`config.mk`:
```
export PLATFORM = sky130hd
export DESIGN_NAME = sreg_univ
export DESIGN_NICKNAME = d
export VERILOG_FILES = /design/src/rtl/sreg_pkg.sv /design/src/rtl/sreg_ser_ctl.sv /design/src/rtl/sreg_univ.sv
export SDC_FILE = /design/constraint.sdc
export NUM_CORES = 1
export LEC_CHECK = 0
export ABC_AREA = 1
export CORE_UTILIZATION = 39
export DETAILED_ROUTE_END_ITERATION = 6
export GPL_TIMING_DRIVEN = 0
export PLACE_DENSITY_LB_ADDON = 0.15
export SLEW_MARGIN = 0
export SYNTH_ARGS = -nofsm -noshare
export SYNTH_HDL_FRONTEND = slang
export SYNTH_SLANG_ARGS = --single-unit
```
`constraint.sdc`:
```
create_clock -name CLK -period 1.8 [get_ports CLK]
set_clock_uncertainty 0.1 [all_clocks]
set_input_delay 0.18 -clock CLK [delete_from_list [all_inputs] [get_ports CLK]]
set_output_delay 0.18 -clock CLK [all_outputs]
set_load 0.02 [all_outputs]
```
`src/rtl/sreg_pkg.sv`:
```
// Shared definitions for the universal shift register: MODE codes and
// serializer FSM state encoding.
package sreg_pkg;

  localparam logic [2:0] SR_HOLD = 3'b000;
  localparam logic [2:0] SR_SHL  = 3'b001;
  localparam logic [2:0] SR_SHR  = 3'b010;
  localparam logic [2:0] SR_ROL  = 3'b011;
  localparam logic [2:0] SR_ROR  = 3'b100;
  localparam logic [2:0] SR_LOAD = 3'b101;
  localparam logic [2:0] SR_SER  = 3'b110;

  typedef enum logic {
    SR_IDLE   = 1'b0,
    SR_SER_ST = 1'b1
  } sreg_state_e;

endpackage

```
`src/rtl/sreg_ser_ctl.sv`:
```
// Serializer control for sreg_univ: FSM, bit counter, BUSY and DONE, plus the
// shift/load strobes that steer the data register in the top level.
module sreg_ser_ctl
  import sreg_pkg::*;
#(
  parameter int N = 8
) (
  input  logic        CLK,
  input  logic        RSTN,
  input  logic        pre,
  input  logic        en,
  input  logic [2:0]  mode,
  output logic        busy,
  output logic        done,
  output logic        shift_stb,
  output logic        load_stb,
  output sreg_state_e state_dbg
);

  localparam int CW = $clog2(N);
  localparam logic [CW-1:0] LAST = CW'(N - 1);

  sreg_state_e   state;
  logic [CW-1:0] cnt;

  // Handshake: a start (EN=1, MODE=SER) is taken only while BUSY=0; BUSY then
  // stays high for exactly N cycles and DONE pulses for the single cycle after
  // the last bit. DONE and a new start may coincide for gapless streaming.
  always_ff @(posedge CLK or negedge RSTN) begin
    if (!RSTN) begin
      state <= SR_IDLE;
      cnt   <= '0;
      busy  <= 1'b0;
      done  <= 1'b0;
    end else begin
      done <= 1'b0;
      if (pre) begin
        state <= SR_IDLE;
        cnt   <= '0;
        busy  <= 1'b0;
      end else begin
        case (state)
          SR_IDLE: begin
            if (en && (mode == SR_SER)) begin
              state <= SR_SER_ST;
              cnt   <= '0;
              busy  <= 1'b1;
            end
          end
          SR_SER_ST: begin
            if (cnt == LAST) begin
              state <= SR_IDLE;
              cnt   <= '0;
              busy  <= 1'b0;
              done  <= 1'b1;
            end else begin
              cnt <= cnt + 1'b1;
            end
          end
        endcase
      end
    end
  end

  assign shift_stb = (state == SR_SER_ST) && !pre;
  assign load_stb  = (state == SR_IDLE) && !pre && en && (mode == SR_SER);
  assign state_dbg = state;

endmodule

```
`src/rtl/sreg_univ.sv`:
```
// Parametrised universal shift register: shifts, rotates, parallel load and an
// autonomous MSB-first serializer with BUSY/DONE.
module sreg_univ
  import sreg_pkg::*;
#(
  parameter int           N          = 8,
  parameter logic [N-1:0] RESET_VAL  = {N{1'b0}},
  parameter logic [N-1:0] PRESET_VAL = {N{1'b1}}
) (
  input  logic         CLK,
  input  logic         RSTN,
  input  logic         PRE,
  input  logic         EN,
  input  logic [2:0]   MODE,
  input  logic         LSBIN,
  input  logic         MSBIN,
  input  logic [N-1:0] D,
  output logic [N-1:0] Q,
  output logic         SOUT_L,
  output logic         SOUT_R,
  output logic         BUSY,
  output logic         DONE
);

  logic [N-1:0] q_r;
  logic [N-1:0] q_nxt;
  logic         shift_stb;
  logic         load_stb;
  sreg_state_e  ser_state;

  sreg_ser_ctl #(.N(N)) u_ser_ctl (
    .CLK       (CLK),
    .RSTN      (RSTN),
    .pre       (PRE),
    .en        (EN),
    .mode      (MODE),
    .busy      (BUSY),
    .done      (DONE),
    .shift_stb (shift_stb),
    .load_stb  (load_stb),
    .state_dbg (ser_state)
  );

  // The serializer owns the register while active; MODE only acts when idle.
  always_comb begin
    q_nxt = q_r;
    if (shift_stb) begin
      q_nxt = {q_r[N-2:0], LSBIN};
    end else if (load_stb) begin
      q_nxt = D;
    end else if (EN) begin
      case (MODE)
        SR_SHL:  q_nxt = {q_r[N-2:0], LSBIN};
        SR_SHR:  q_nxt = {MSBIN, q_r[N-1:1]};
        SR_ROL:  q_nxt = {q_r[N-2:0], q_r[N-1]};
        SR_ROR:  q_nxt = {q_r[0], q_r[N-1:1]};
        SR_LOAD: q_nxt = D;
        default: q_nxt = q_r;
      endcase
    end
  end

  always_ff @(posedge CLK or negedge RSTN) begin
    if (!RSTN) begin
      q_r <= RESET_VAL;
    end else if (PRE) begin
      q_r <= PRESET_VAL;
    end else begin
      q_r <= q_nxt;
    end
  end

  assign Q      = q_r;
  assign SOUT_L = q_r[N-1];
  assign SOUT_R = q_r[0];

  a_busy_tracks_state: assert property (@(posedge CLK) disable iff (!RSTN)
    BUSY == (ser_state == SR_SER_ST));

endmodule

```
==> impl_results.rst, run 1 <==
.. list-table::
   :header-rows: 1

   * - Metric
     - Value
   * - Result of the run
     - complete, no violations
   * - Setup bufs post-CTS
     - 0
   * - Shortest clock period the worst path allows after layout
     - 1.72 ns
   * - Number of maximum-capacitance violations
     - 0
   * - Worst slew margin
     - 55.2%
   * - Hpwl dp
     - 1.94 mm
   * - Startpoint of the most critical register-to-register path
     - u_ser_ctl.state_dbg
   * - Total number of H-tree levels
     - 1
   * - Hold WC Path Type
     - in2async
   * - Chip Width
     - 53.6 um
   * - Drt first-iter violations
     - 23
   * - Port bufs
     - 26
   * - Final layout net count
     - 198
   * - Vias/cell
     - 5.23
   * - Wire length per cell after detailed routing
     - 12.4 um
   * - Post-CTS Hold Buffers
     - 0
   * - Synth Net Count
     - 167
   * - Logic depth of the worst setup path including buffers
     - 2
   * - Power per unit of standard cell area
     - 744 mW/mm2
   * - Part of the Yosys area used for sequential elements
     - 33.7%
   * - Critical path, cell by cell
     - buf_4, clkdlybuf4s50_1
   * - CTS sink count
     - 14
   * - Utilization after layout
     - 55.1%
   * - Clock latency reported for the late side of the worst-skew pair
     - 0.27 ns
   * - Total via count after detailed routing
     - 1087
   * - Startpoint kind of the worst setup timing path
     - flip-flop
   * - LEAKAGE
     - 0.659 nW
   * - Number of top-level pins
     - 29
   * - Depth of the most critical reg-to-reg path
     - 9
   * - Worst setup timing slack at the placement stage
     - -0.166 ns
   * - Peak supply drop
     - 0.588 mV
   * - Root Buffer Master
     - sky130_fd_sc_hd__clkbuf_4
   * - Proportion of layout cells with a drive suffix above 1
     - 17.4%
   * - Final-report setup violation count
     - 0
   * - Total instance count after detailed placement
     - 204
   * - Core Region
     - 0.00250 mm2
   * - Cell area after synthesis
     - 0.00104 mm2
   * - Worst endpoint data arrival time
     - 1.44 ns
   * - Smallest setup slack after layout
     - 0.0768 ns
   * - Flops & latches, synth
     - 14
   * - Aggregate routed wire length
     - 2.58 mm
   * - Largest family of logic cells by synthesized area
     - simple AND/OR/NAND/NOR gates
   * - Pwr Total
     - 1.02 mW
   * - Count of placed standard cells in the final layout, fillers left out
     - 208
   * - Xor and xnor area share after synthesis
     - 0%
   * - Category of the most critical setup path
     - reg2out
   * - Pre-Repair DR Iteration Count
     - 4
   * - Yosys cell types
     - 25
   * - Pin slew with the least headroom to its limit
     - 0.669 ns
   * - Die area
     - 0.00287 mm2
   * - Count of final hold-check violations
     - 0
   * - First-pass GRT wire length
     - 4.40 mm
   * - Maximum number of pins on one net before global-route repair
     - 15
   * - Max frequency
     - 580 MHz
   * - Share of synthesized area spent on multiplexers
     - 0%
   * - Number of max-slew violations in the final report
     - 0
   * - Post-route fraction of the period consumed by the critical path
     - 95.7%
   * - Type of element capturing the critical path
     - primary output
   * - Gr ovfl total
     - 0
   * - Worst-path cell with the longest stage delay
     - sky130_fd_sc_hd__clkdlybuf4s50_1
   * - Final Wtd Congestion
     - 0.838
   * - Quantity of gates resized following cts
     - 0
   * - Total clock buffers created by CTS
     - 3
   * - Die Y-Extent
     - 53.6 um
   * - Antenna violations before repair
     - 0
   * - Number of global-route vias before repair
     - 1014
   * - Post-Synthesis Cells
     - 148
   * - Number of buffers on the longest clock path
     - 2
   * - Synthesized-area fraction occupied by adder cells
     - 2.41%
   * - Launching instance or port of the critical path
     - Q[7]
   * - Clock edge transition at the registers on the reported setup and hold paths
     - 0.09 ns
   * - Worst slack on hold paths
     - 0.208 ns
   * - Required arrival time at the worst endpoint
     - 1.52 ns
   * - Total GRT Usage
     - 21.1%
   * - FP Rows
     - 18
   * - Starting Density
     - 41.5%
   * - Post-route antenna net violation count
     - 0
   * - Area fraction in and, or, nand and nor cells after synthesis
     - 38.8%
   * - Critical path fanouts, max
     - 6
   * - DRC violations left
     - 0
   * - Max stage delay on crit path
     - 0.58 ns
   * - Total of warnings raised by yosys
     - 0
   * - TritonCTS clock tree
     - yes
   * - Post-synthesis average cell area
     - 7.02 um2
   * - Synth Area in Compound Gates
     - 15.5%
   * - CP top delay family
     - buffers and inverters
   * - Sum of buffers and inverters on the critical path
     - 2
   * - Unrepaired setup endpoints after global routing
     - false
   * - Area growth syn-to-layout
     - 32.5%
   * - Number of antenna repair diodes
     - 0
==> report_power, final <==
group	leakage, nW	internal, mW	switching, mW
Sequential	0.169	0.358	0.0587
Clock	0.0210	0.123	0.104
Combinational	0.468	0.179	0.202
==> per-layer routing <==
metal | routed length [um] | GRT usage [%] | up-vias | share of wire, %
met4 | 12 | 5.26 | 0 | 0.46
met5 | 0 | 0 | - | 0
li1 | - | - | 551 | -
met2 | 1170 | 35.6 | 26 | 45
met1 | 1300 | 28.7 | 508 | 50
met3 | 105 | 2.26 | 2 | 4.1
==> area by class of cell <==
class	instances	area, um2
buffer	6	52.6
inverter	11	46.3
fill	258	1120
timing repair buffer	26	260
multi-input combinational	117	592
clock buffer	4	36.3
tap	30	37.5
sequential	14	352
==> placed cells by master, fill, tap and decap left out, types with 2 or more instances in the layout <==
cell	netlist	final
sky130_fd_sc_hd__inv_4	2	2
sky130_fd_sc_hd__clkdlybuf4s50_1	0	26
sky130_fd_sc_hd__o21ai_0	3	3
sky130_fd_sc_hd__nand2_4	2	2
sky130_fd_sc_hd__dfrtp_1	14	13
sky130_fd_sc_hd__nor2_2	3	4
sky130_fd_sc_hd__a21oi_1	9	9
sky130_fd_sc_hd__nand2_2	3	3
sky130_fd_sc_hd__nand4_1	4	4
sky130_fd_sc_hd__inv_1	4	4
sky130_fd_sc_hd__buf_6	2	2
sky130_fd_sc_hd__a22o_1	2	2
sky130_fd_sc_hd__buf_4	4	4
sky130_fd_sc_hd__inv_2	5	5
sky130_fd_sc_hd__nor2_1	17	16
sky130_fd_sc_hd__o22ai_1	6	6
sky130_fd_sc_hd__ha_1	2	2
sky130_fd_sc_hd__o21ai_2	2	2
sky130_fd_sc_hd__nand3_1	11	11
sky130_fd_sc_hd__nand2_1	47	47
sky130_fd_sc_hd__clkbuf_4	0	3
==> logic make-up (layout without fill, tap and decap cells) <==
logic type / Yosys count / count (layout)
AOI/OAI and AO/OA: 25 / 25
DFF: 14 / 14
adders and majority gates: 2 / 2
and+or+nand+nor: 90 / 90
buffers and inverters: 17 / 47
==> synthesized netlist by cell type (all sizes together) <==
| library cell | n | area (um2) |
|---|---|---|
| inv | 11 | 46.3 |
| o22ai | 6 | 37.5 |
| a22o | 2 | 17.5 |
| nor2 | 20 | 82.6 |
| nand4 | 4 | 25.0 |
| a21oi | 9 | 45.0 |
| a21boi | 1 | 7.51 |
| nand3 | 11 | 55.1 |
| buf | 6 | 52.6 |
| o21ai | 7 | 53.8 |
| nor3 | 2 | 15.0 |
| nand2 | 52 | 218 |
| ha | 2 | 25.0 |
| dfrtp | 14 | 350 |
| nand3b | 1 | 7.51 |
==> worst paths after layout <==
check / end / slack, ns
worst min register to register: u_ser_ctl.cnt[0] / 0.39
max in group asynchronous: Q[0] / 0.93
worst max register to register: Q[4] / 0.25
worst min-delay path: Q[7] / 0.21
min in group CLK: u_ser_ctl.cnt[0] / 0.32
worst max-delay path: Q[7] / 0.08
==> sequential cells by signal, indices dropped and copies added (netlist names) <==
name and count:
u_ser_ctl.done 1, u_ser_ctl.state_dbg 1, u_ser_ctl.cnt 3, Q 8
u_ser_ctl.busy 1
==> worst reg2reg max path, delay by kind of cell (launching register included) <==
kind	cells	cell delay [ns]
DFF	1	0.42
and+or+nand+nor	5	0.40
buffers and inverters	3	0.36
AOI/OAI and AO/OA	1	0.15
==> stage by stage <==
stage	area [um2]	TNS [ns]
after detailed placement	1340	-0.986
final	1380	0
after global routing	1380	0
after global placement	1340	-0.831
after floorplan	1040	0
after CTS	1370	0
Note: power is estimated with default switching activity, not from simulation.
==> inputs of run 2 (changes only) <==
--- a/config.mk
+++ b/config.mk
@@ -9,7 +9,8 @@
 export CORE_UTILIZATION = 39
 export DETAILED_ROUTE_END_ITERATION = 6
 export GPL_TIMING_DRIVEN = 0
-export PLACE_DENSITY_LB_ADDON = 0.15
+export HOLD_SLACK_MARGIN = 0.02
+export PLACE_DENSITY = 0.74
 export SLEW_MARGIN = 0
 export SYNTH_ARGS = -nofsm -noshare
 export SYNTH_HDL_FRONTEND = slang
==> run 2 against run 1 <==
Die area unchanged; via count increased by 2.6%; setup slack got worse by 0.017 ns; combinational power about the same; sequential power about the same; fmax decreased by 1.0%; critical path type unchanged; power increased by 0.74%; utilization decreased by 0.050 points.
==> impl_results.rst, run 2 (synthesis gave the netlist of run 1 again) <==
.. list-table::
   :header-rows: 1

   * - Metric
     - Value
   * - Sum of negative setup slack
     - 0 ns
   * - Final Wtd Congestion
     - 0.867
   * - Number of top-level pins
     - 29
   * - Drt first-iter violations
     - 18
   * - Destination of the worst register-to-register timing path
     - Q[7]
   * - Total number of H-tree levels
     - 1
   * - Maximum number of pins on one net before global-route repair
     - 15
   * - Shortest clock period the worst path allows after layout
     - 1.74 ns
   * - Antenna violations before repair
     - 0
   * - Commonest cells after routing, fill and taps aside
     - 47 x sky130_fd_sc_hd__nand2_1, 26 x sky130_fd_sc_hd__clkdlybuf4s50_1, 16 x sky130_fd_sc_hd__nor2_1
   * - TritonCTS clock tree
     - yes
   * - Number of buffers on the longest clock path
     - 2
   * - Number of antenna repair diodes
     - 0
   * - Clock latency reported for the late side of the worst-skew pair
     - 0.29 ns
   * - Die area
     - 0.00287 mm2
   * - Peak supply drop
     - 0.608 mV
   * - Smallest setup slack after layout
     - 0.0594 ns
   * - Number of maximum-capacitance violations
     - 0
   * - Result of the run
     - complete, no violations
   * - Proportion of layout cells with a drive suffix above 1
     - 16.9%
   * - Depth of the most critical reg-to-reg path
     - 9
   * - Area growth syn-to-layout
     - 32.4%
   * - Total instance count after detailed placement
     - 204
   * - DRC violations left
     - 0
   * - Core Region
     - 0.00250 mm2
   * - Port bufs
     - 26
   * - Aggregate routed wire length
     - 2.62 mm
   * - CTS sink count
     - 14
   * - Post-route antenna net violation count
     - 0
   * - Total GRT Usage
     - 20.9%
   * - Type of element capturing the critical path
     - primary output
   * - Number of max-slew violations in the final report
     - 0
   * - Critical path fanouts, max
     - 6
   * - Worst setup timing slack at the placement stage
     - -0.148 ns
   * - Count of placed standard cells in the final layout, fillers left out
     - 208
   * - Total via count after detailed routing
     - 1115
   * - Clock edge transition at the registers on the reported setup and hold paths
     - 0.09 ns
   * - Number of global-route vias before repair
     - 1053
   * - Wire length per cell after detailed routing
     - 12.6 um
   * - Starting Density
     - 41.5%
   * - Pre-Repair DR Iteration Count
     - 5
   * - Worst slew margin
     - 57.0%
   * - Reg-to-reg setup timing slack
     - 0.24 ns
   * - Unrepaired setup endpoints after global routing
     - false
   * - Pin slew with the least headroom to its limit
     - 0.642 ns
   * - Most common library cell in the layout ignoring fill and taps
     - sky130_fd_sc_hd__nand2_1
   * - Vias/cell
     - 5.36
   * - Die Y-Extent
     - 53.6 um
   * - Total clock buffers created by CTS
     - 3
   * - Max frequency
     - 575 MHz
   * - Startpoint of the most critical register-to-register path
     - u_ser_ctl.state_dbg
   * - Startpoint kind of the worst setup timing path
     - flip-flop
   * - FP Rows
     - 18
   * - Hold WC Path Type
     - in2async
   * - LEAKAGE
     - 0.659 nW
   * - Final-report setup violation count
     - 0
   * - Chip Width
     - 53.6 um
   * - Flip-flop count of the largest register after layout
     - 8
   * - Root Buffer Master
     - sky130_fd_sc_hd__clkbuf_4
   * - Post-route fraction of the period consumed by the critical path
     - 96.7%
   * - Pwr Total
     - 1.03 mW
   * - Power per unit of standard cell area
     - 750 mW/mm2
   * - Gr ovfl total
     - 0
   * - Final layout net count
     - 198
   * - Category of the most critical setup path
     - reg2out
   * - Required arrival time at the worst endpoint
     - 1.52 ns
   * - Hpwl dp
     - 1.95 mm
   * - First-pass GRT wire length
     - 4.40 mm
   * - Count of final hold-check violations
     - 0
   * - Worst endpoint data arrival time
     - 1.46 ns
[run 2: what timing repair did]
action                     CTS  global route
buffers inserted             0             0
resized for setup            0             1
setup endpoints to repair    0             3
hold buffers                 0             0
[run 2: through the flow]
step / util [%] / hold WS, ns / area, um2
2_1_floorplan: - / -0.216 / 1040
3_3_place_gp: 53.5 / 0.365 / 1340
3_5_place_dp: 53.5 / 0.383 / 1340
4_1_cts: 54.9 / 0.213 / 1370
5_1_grt: 55.0 / 0.250 / 1380
6_report: 55.0 / 0.181 / 1380
[run 2: report_power, final]
group,internal (mW),switching (mW),total (mW)
clock,0.123,0.112,0.235
sequential,0.358,0.0592,0.417
combinational,0.179,0.201,0.380
[run 2: cell type report]
cell class / count / area (um2)
fill: 260 / 1120
multi-input combinational: 117 / 592
sequential: 14 / 350
timing repair buffer: 26 / 260
buffer: 6 / 52.6
inverter: 11 / 46.3
tap: 30 / 37.5
clock buffer: 4 / 36.3
[run 2: worst max-delay path by stage]
stage	endpoint	slack, ns	startpoint
floorplan	Q[7]	0.35	u_ser_ctl.state_dbg
CTS	Q[0]	0.06	Q[0]
detailed placement	Q[4]	-0.15	PRE
global route	Q[4]	0.003	MODE[0]
finish	Q[7]	0.06	Q[7]
global placement	Q[7]	-0.15	PRE
[run 2: layer usage]
layer / wire (um) / up-vias / track usage (%)
li1: - / 556 / -
met1: 1230 / 512 / 26.1
met2: 1190 / 40 / 36.3
met3: 154 / 7 / 2.54
met4: 43 / 0 / 8.33
met5: 0 / - / 0
[run 2: worst max-delay path, cell delays in order (launching register included)]
cell,delay [ns]
sky130_fd_sc_hd__dfrtp_1,0.45
sky130_fd_sc_hd__buf_4,0.14
sky130_fd_sc_hd__clkdlybuf4s50_1,0.58
